--- src/rtl/writeback_queue_if.sv ---
// ---------------------------------------------------------------------------
// writeback_queue_if : ALU / load-path writeback request handshakes
// Revision 1.0
// ---------------------------------------------------------------------------
`default_nettype none

interface writeback_queue_if #(
   parameter int DATA_W = 32,
   parameter int ADDR_W = 5
);
   logic              mem_valid;
   logic              mem_ready;
   logic [ADDR_W-1:0] mem_reg;
   logic [DATA_W-1:0] mem_data;
   logic              alu_valid;
   logic              alu_ready;
   logic [ADDR_W-1:0] alu_reg;
   logic [DATA_W-1:0] alu_data;

   modport master (
      output mem_valid, mem_reg, mem_data, alu_valid, alu_reg, alu_data,
      input  mem_ready, alu_ready
   );

   modport slave (
      input  mem_valid, mem_reg, mem_data, alu_valid, alu_reg, alu_data,
      output mem_ready, alu_ready
   );
endinterface

`default_nettype wire

--- src/rtl/writeback_queue.sv ---
// ---------------------------------------------------------------------------
// writeback_queue : in-order writeback FIFO feeding the register file port
// Revision 1.0
// ---------------------------------------------------------------------------
`default_nettype none

module writeback_queue #(
   parameter int DEPTH  = 4,
   parameter int DATA_W = 32,
   parameter int ADDR_W = 5
) (
   input  wire logic                     clk,
   input  wire logic                     rst_n,
   writeback_queue_if.slave              wb,
   input  wire logic                     hold,
   output logic                          regWrite,
   output logic [ADDR_W-1:0]             writeReg,
   output logic [DATA_W-1:0]             writeData,
   output logic [31:0]                   pending,
   output logic [$clog2(DEPTH):0]        count,
   output logic                          full,
   output logic                          empty
);

   localparam int PTR_W   = $clog2(DEPTH);
   localparam int COUNT_W = PTR_W + 1;
   localparam logic [COUNT_W-1:0] C_DEPTH = COUNT_W'(DEPTH);

   logic [ADDR_W-1:0]  r_reg_q  [DEPTH];
   logic [DATA_W-1:0]  r_data_q [DEPTH];
   logic [DEPTH-1:0]   r_vld;
   logic [PTR_W-1:0]   r_wr_ptr;
   logic [PTR_W-1:0]   r_rd_ptr;
   logic [COUNT_W-1:0] r_count;
   logic               r_reg_write;
   logic [ADDR_W-1:0]  r_write_reg;
   logic [DATA_W-1:0]  r_write_data;

   logic               w_full;
   logic               w_mem_fire;
   logic               w_alu_fire;
   logic [ADDR_W-1:0]  w_acc_reg;
   logic [DATA_W-1:0]  w_acc_data;
   logic               w_push;
   logic               w_pop;
   logic [31:0]        w_pending;

   // Readiness depends only on registered occupancy, never on this cycle's pop.
   assign w_full       = (r_count == C_DEPTH);
   assign wb.mem_ready = rst_n & ~w_full;
   assign wb.alu_ready = rst_n & ~w_full & ~wb.mem_valid;

   assign w_mem_fire = wb.mem_valid & wb.mem_ready;
   assign w_alu_fire = wb.alu_valid & wb.alu_ready;
   assign w_acc_reg  = w_mem_fire ? wb.mem_reg  : wb.alu_reg;
   assign w_acc_data = w_mem_fire ? wb.mem_data : wb.alu_data;

   // Writes to $0 complete the handshake but are silently discarded.
   assign w_push = (w_mem_fire | w_alu_fire) & (w_acc_reg != '0);
   assign w_pop  = (r_count != '0) & ~hold;

   always_ff @(posedge clk or negedge rst_n) begin
      if (!rst_n) begin
         r_wr_ptr     <= '0;
         r_rd_ptr     <= '0;
         r_count      <= '0;
         r_vld        <= '0;
         r_reg_write  <= 1'b0;
         r_write_reg  <= '0;
         r_write_data <= '0;
      end else begin
         if (w_push) begin
            r_wr_ptr        <= r_wr_ptr + PTR_W'(1);
            r_vld[r_wr_ptr] <= 1'b1;
         end
         if (w_pop) begin
            r_rd_ptr        <= r_rd_ptr + PTR_W'(1);
            r_vld[r_rd_ptr] <= 1'b0;
            r_reg_write     <= 1'b1;
            r_write_reg     <= r_reg_q[r_rd_ptr];
            r_write_data    <= r_data_q[r_rd_ptr];
         end else begin
            r_reg_write     <= 1'b0;
         end
         r_count <= r_count + COUNT_W'(w_push) - COUNT_W'(w_pop);
      end
   end

   always_ff @(posedge clk) begin
      if (w_push) begin
         r_reg_q[r_wr_ptr]  <= w_acc_reg;
         r_data_q[r_wr_ptr] <= w_acc_data;
      end
   end

   always_comb begin
      w_pending = '0;
      for (int i = 0; i < DEPTH; i++) begin
         if (r_vld[i]) begin
            w_pending[r_reg_q[i]] = 1'b1;
         end
      end
      if (r_reg_write) begin
         w_pending[r_write_reg] = 1'b1;
      end
      w_pending[0] = 1'b0;
   end

   assign regWrite  = r_reg_write;
   assign writeReg  = r_write_reg;
   assign writeData = r_write_data;
   assign pending   = w_pending;
   assign count     = r_count;
   assign full      = w_full;
   assign empty     = (r_count == '0);

endmodule

`default_nettype wire

--- src/flat_wrapper.sv ---
// flat-port wrapper written by rule: the top's interface ports become plain ports
module writeback_queue_flat 
#(
   parameter int DEPTH  = 4,
   parameter int DATA_W = 32,
   parameter int ADDR_W = 5
)
  (clk, rst_n, hold, regWrite, writeReg, writeData, pending, count, full, empty, wb_mem_valid, wb_mem_reg, wb_mem_data, wb_alu_valid, wb_alu_reg, wb_alu_data, wb_mem_ready, wb_alu_ready);
  writeback_queue_if #(.DATA_W(DATA_W), .ADDR_W(ADDR_W)) wb_i ();
  input  wire logic clk;
  input  wire logic rst_n;
  input  wire logic hold;
  output logic regWrite;
  output logic [ADDR_W-1:0] writeReg;
  output logic [DATA_W-1:0] writeData;
  output logic [31:0] pending;
  output logic [$clog2(DEPTH):0] count;
  output logic full;
  output logic empty;
  input wire logic [$bits(wb_i.mem_valid)-1:0] wb_mem_valid;
  input wire logic [$bits(wb_i.mem_reg)-1:0] wb_mem_reg;
  input wire logic [$bits(wb_i.mem_data)-1:0] wb_mem_data;
  input wire logic [$bits(wb_i.alu_valid)-1:0] wb_alu_valid;
  input wire logic [$bits(wb_i.alu_reg)-1:0] wb_alu_reg;
  input wire logic [$bits(wb_i.alu_data)-1:0] wb_alu_data;
  output wire logic [$bits(wb_i.mem_ready)-1:0] wb_mem_ready;
  output wire logic [$bits(wb_i.alu_ready)-1:0] wb_alu_ready;
  assign wb_i.mem_valid = wb_mem_valid;
  assign wb_i.mem_reg = wb_mem_reg;
  assign wb_i.mem_data = wb_mem_data;
  assign wb_i.alu_valid = wb_alu_valid;
  assign wb_i.alu_reg = wb_alu_reg;
  assign wb_i.alu_data = wb_alu_data;
  assign wb_mem_ready = wb_i.mem_ready;
  assign wb_alu_ready = wb_i.alu_ready;
  writeback_queue #(.DEPTH(DEPTH), .DATA_W(DATA_W), .ADDR_W(ADDR_W)) u_core (.clk(clk), .rst_n(rst_n), .wb(wb_i), .hold(hold), .regWrite(regWrite), .writeReg(writeReg), .writeData(writeData), .pending(pending), .count(count), .full(full), .empty(empty));
endmodule
--- config.mk ---
export PLATFORM = sky130hd
export DESIGN_NAME = writeback_queue_flat
export DESIGN_NICKNAME = d
export VERILOG_FILES = /design/src/rtl/writeback_queue_if.sv /design/src/rtl/writeback_queue.sv /design/src/flat_wrapper.sv
export SDC_FILE = /design/constraint.sdc
export NUM_CORES = 1
export LEC_CHECK = 0
export BUFFER_PORTS_ARGS = -buffer_cell sky130_fd_sc_hd__buf_4
export CAP_MARGIN = 20
export CORE_MARGIN = 5
export CORE_UTILIZATION = 57
export CTS_CLUSTER_SIZE = 12
export DETAILED_ROUTE_END_ITERATION = 6
export PLACE_DENSITY_LB_ADDON = 0.15
export SYNTH_ARGS = -nofsm -noshare
export SYNTH_HDL_FRONTEND = slang
export SYNTH_SLANG_ARGS = --single-unit
--- constraint.sdc ---
create_clock -name clk -period 3.15 [get_ports clk]
set_input_delay 0.315 -clock clk [delete_from_list [all_inputs] [get_ports clk]]
set_output_delay 0.315 -clock clk [all_outputs]
set_load 0.05 [all_outputs]
# Yosys cells after proc, flatten, opt, wreduce, memory -nomap -nowiden
# Memories as Yosys holds them, arrays and structs flattened. A register that Yosys moved wholly into a read port is not among the register bits.
# Cells that the tools add are included.
# classes
bitwise_logic	17
magnitude_cmp	14
eq_ne	1
reduce_logical	12
mux	26
add_sub_neg	4
# ops
op	count
two-way mux 32 bit	6
OR 32 bit	4
< comparator 5 x 6 -> 1 bit (second input constant)	5
demux 1 bit (select 5 bit)	5
greater-or-equal comparator 5 x 1 -> 1 bit (second input constant)	5
two-way mux 1 bit	10
two-way mux 4 bit	2
logical AND 1 bit	7
bitwise AND 1 bit	6
< comparator 2 x 3 -> 1 bit (second input constant)	2
two-way mux 5 bit	1
nonzero test 5 bit	1
adder 2 x 1 -> 2 bit (second input constant)	2
bitwise AND 4 bit	1
demux 1 bit (select 2 bit)	2
greater-or-equal comparator 2 x 1 -> 1 bit (second input constant)	2
NOT 4 bit	1
OR 4 bit	1
adder 3 x 1 -> 3 bit	1
equality test 3 bit (second input constant)	1
logical NOT 3 bit	1
NOT 1 bit	3
nonzero test 3 bit	1
subtractor 3 x 1 -> 3 bit	1
2 further kinds	3
# word_totals
memories	2
ram_bits	148
out_inout_bits	77
register_bits	12
inputBits	79
# memory_table
name	depth	width	rd	rd_clocked_by_memory_dff	write_ports	line_no	text
u_core.r_data_q	4	32	1	1	1	writeback_queue.sv:30	logic [DATA_W-1:0] r_data_q [DEPTH];
u_core.r_reg_q	4	5	5	1	1	writeback_queue.sv:29	logic [ADDR_W-1:0] r_reg_q [DEPTH];

# Longest topological paths before layout
# An unclocked memory read counts as a cell.
# logic_depth
word_depth	14
depth_mapped	10
depth_no_buf	9

# Worst setup path after synthesis
# OpenSTA, ideal clock, no wires.
# synth_timing
kind	register to register
from	reg u_core.r_count[1] (netlist: u_core.count[1])
to	reg u_core.r_count[2] (netlist: u_core.count[2])
required_time_ns	3.008
path_stages_with_launch	11
setup_time_ns	0.142
n_path_buf	1
t_arrival_ns	3.509
setup_slack_ns	-0.502
path_cell_list	dfrtp_1 > nor3_1 > nor2_2 > buf_2 > ha_1 > inv_1 > ha_1 > inv_1 > fa_1 > xnor2_1 > xnor2_1
# synth_between
word_cells_on_any_way	14
classes_between	add/sub (2); eq/ne (1); mux (1); bitwise (8); reduce/logical (2)
# synth_rtl
element	line_no	text
start, declared	writeback_queue.sv:34	logic [COUNT_W-1:0] r_count;
start signal, assigned	writeback_queue.sv:85	r_count <= r_count + COUNT_W'(w_push) - COUNT_W'(w_pop);
nonzero test 3 bit	writeback_queue.sv:60	assign w_pop = (r_count != '0) & ~hold;
bitwise AND 1 bit	writeback_queue.sv:60	
via u_core.w_pop	writeback_queue.sv:45	logic w_pop;
subtractor 3 x 1 -> 3 bit	writeback_queue.sv:85	
# The timed path passes the listed nets, and every way through them passes these cells.
# A chain may end at the register's enable or synchronous reset.

==> impl_metrics.env <==
export IMPL_rsz0062_at_grt="no"
export IMPL_grt_busiest_layer="met2"
export IMPL_ys_types=42
export IMPL_yosys_most_used_dff="edfxtp_1"
export IMPL_cts_tree="yes"
export IMPL_ys_seq_elements=197
export IMPL_fill_cells=1089
export IMPL_grt_pass1_vias=6233
export IMPL_syn_avg_cell_area_um2=15.4
export IMPL_cp_max_fo=9
export IMPL_grt_pass1_wl_mm=35.6
export IMPL_nets=841
export IMPL_cts_resized=0
export IMPL_cts_hold_buf=0
export IMPL_path_clk_slew_ps=70
export IMPL_drc=0
export IMPL_hold_violations=0
export IMPL_synth_most_common_cell="edfxtp_1"
export IMPL_fmax_mhz=409
export IMPL_routed_via_density=6.15
export IMPL_die_h_um=138
export IMPL_synth_largest_area_cell="edfxtp_1"
export IMPL_antenna_found_initial=0
export IMPL_grt_met1_usage_pct=31.6
export IMPL_drive_gt1_share_pct=42.0
export IMPL_ir_drop_mv=0.668
export IMPL_ant_nets=0
export IMPL_period_share_pct=77.5
export IMPL_yosysSeqAreaShare_pct=60.5
export IMPL_critPathKind="flop to output port"
export IMPL_regArea_mm2=0.00567
export IMPL_die_w_um=138
export IMPL_crit_slowest_cell="edfxtp_1"
export IMPL_die_area_mm2=0.0191
export IMPL_avgRoutedWirePerCell_um=22.9
export IMPL_postPlaceCellArea_mm2=0.0106
export IMPL_maxSlewViolCount=0
export IMPL_grt_util_met2_pct=40.5
export IMPL_yosysWarnings=0
export IMPL_outcome="finished, final reports clean"
export IMPL_synth_top_area_share_pct=47.4
export IMPL_row_count=46
export IMPL_grt_usage_pct=23.7
export IMPL_cp_arrival_ps=2130
export IMPL_synth_common_cells="edfxtp_1 (148), dfrtp_1 (49), mux2_2 (44)"
export IMPL_wl_mm=22.4
export IMPL_end_kind="output port"
export IMPL_design_area_mm2=0.0112
export IMPL_ios=156
export IMPL_tightest_slew_ps=1020
export IMPL_cts_root_buf="clkbuf_16"
export IMPL_fin_skew_ps=11.8
export IMPL_setup_tns_ps=0
export IMPL_cts_buffers=17
export IMPL_drt_iter0_drc=572
export IMPL_firstDrtPassIters=5
export IMPL_synth_area_leaders="edfxtp_1 (47%), dfrtp_1 (13%), mux4_2 (8.9%), mux2_2 (5.3%), mux2_4 (4.8%)"
export IMPL_grt_max_degree=50
export IMPL_area_growth_pct=19.6
export IMPL_synth_fp_nets=700
export IMPL_crit_chain="nor3b_1 > a22oi_1 > nand3_1 > buf_4"
export IMPL_htree_levels=4
export IMPL_synthCells=610
export IMPL_setup_viol=0
export IMPL_synth_edf_count=148
export IMPL_n_antenna_cell=0
export IMPL_port_buffers=154
export IMPL_cts_buffer_depth=2
export IMPL_async_flop_share_pct=24.9
export IMPL_cpPeakStageDelay_ps=600
export IMPL_start_kind="flop"
export IMPL_worstPathRequired_ps=2830
export IMPL_powerDensity_mw_per_mm2=904
export IMPL_start_util_pct=58.6
export IMPL_dp_hpwl_mm=15.6
export IMPL_clock_sinks=197
export IMPL_drv_cap=0
export IMPL_clock_latency_ps=430
export IMPL_layout_min_cycle_time_ps=2440
export IMPL_via_count=6029
export IMPL_grt_remaining_overflow=0
export IMPL_maxSlewHeadroom_pct=32.0
export IMPL_syn_cell_area_mm2=0.00938
export IMPL_cts_setup_buffers=0
export IMPL_gp_congestion=0.937
export IMPL_use_met3_pct=4.41
export IMPL_power_leakage_nw=4.17
export IMPL_core_mm2=0.0160
export IMPL_hp_class="input port to async pin"
export IMPL_multi_input_area_mm2=0.00346
==> sequential cells by signal (all words and copies together), names as in the netlist <==
register,count
u_core.r_data_q,128
u_core.r_reg_q,20
u_core.regWrite,1
u_core.r_vld,4
u_core.count,3
u_core.writeData,32
u_core.r_rd_ptr,2
u_core.writeReg,5
u_core.r_wr_ptr,2
==> area by class of cell <==
type                            instances  area share (%)
Clock buffer                           17            3.79
Clock inverter                         15            1.25
Inverter                                9           0.301
Multi-Input combinational cell        367            30.9
Sequential cell                       197            50.6
Tap cell                              216            2.41
Timing Repair Buffer                  159            10.8
==> layer usage <==
layer	up-vias	part of all wire [%]
met5	-	0
met4	0	1.4
met3	30	5.8
met2	302	52
met1	3004	41
li1	2693	-
==> critical path, delay by kind of cell, from the launching register on <==
kind                   cells  cell delay (ps)
buffers and inverters      1              210
and+or+nand+nor            2              690
DFF                        1              600
AOI/OAI and AO/OA          1              200
==> cell families after synthesis <==
family | after synthesis | share of synthesized area [%]
adders and majority gates | 11 | 1.55
muxes | 112 | 19.1
and+or+nand+nor | 165 | 10.0
xor gates and xnor gates | 4 | 0.374
AOI/OAI and AO/OA | 74 | 5.71
buffers and inverters | 46 | 2.74
DFF | 197 | 60.5
other | 1 | 0.0400
==> placed cells by master (no fill, tap or decap), drive strengths merged, types with 2 or more instances in the layout <==
cell,instances
nor3,6
o221ai,16
or3b,5
nand2,21
o21ai,3
buf,159
edfxtp,148
mux2,75
a21oi,5
and3,5
clkinvlp,3
dfrtp,49
o22ai,16
and3b,5
nor2,43
or4,2
o21a,4
nand3,25
nor3b,21
xnor2,4
and2,5
clkinv,6
nand3b,23
mux4,37
clkbuf,17
inv,15
ha,10
or2,2
a22oi,30
==> through the flow <==
| step | setup slack (ps) | hold slack, ps | utilization [%] | instances | total power, mW |
|---|---|---|---|---|---|
| final | 708 | 53.3 | 70.1 | 980 | 10.1 |
| after global routing | 588 | 104 | 70.1 | 980 | 10.6 |
| after CTS | 708 | 72.9 | 70.1 | 980 | 10.2 |
| after detailed placement | 735 | 497 | 66.5 | 948 | 8.17 |
| after global placement | 827 | 490 | 66.5 | 948 | 8.06 |
| after floorplan | 24.0 | 19.4 | - | 610 | 6.89 |
==> path summary, 6_finish.rpt <==
| path | slack [ps] | endpoint | startpoint | cells past startpoint |
|---|---|---|---|---|
| min in group clk | 220 | u_core.r_data_q[0][23]$_DFFE_PP_ | wb_alu_data[23] | 2 |
| max in group asynchronous | 2570 | u_core.r_rd_ptr[0]$_DFFE_PN0P_ | rst_n | 2 |
| worst max-delay path | 710 | pending[16] | u_core.r_reg_q[3][4]$_DFFE_PP_ | 4 |
| worst min register to register | 510 | u_core.writeData[4]$_DFFE_PN0P_ | u_core.writeData[4]$_DFFE_PN0P_ | 1 |
| worst max register to register | 780 | u_core.r_data_q[0][7]$_DFFE_PP_ | u_core.count[2]$_DFF_PN0_ | 4 |
| worst min-delay path | 50 | u_core.writeData[28]$_DFFE_PN0P_ | rst_n | 2 |
==> where the power goes <==
part | switching (mW) | leakage [nW] | internal, mW
registers | 0.589 | 1.92 | 3.45
clock network | 0.997 | 0.271 | 1.04
logic | 2.41 | 1.97 | 1.65
No activity file was read; power rests on OpenSTA's default activity.
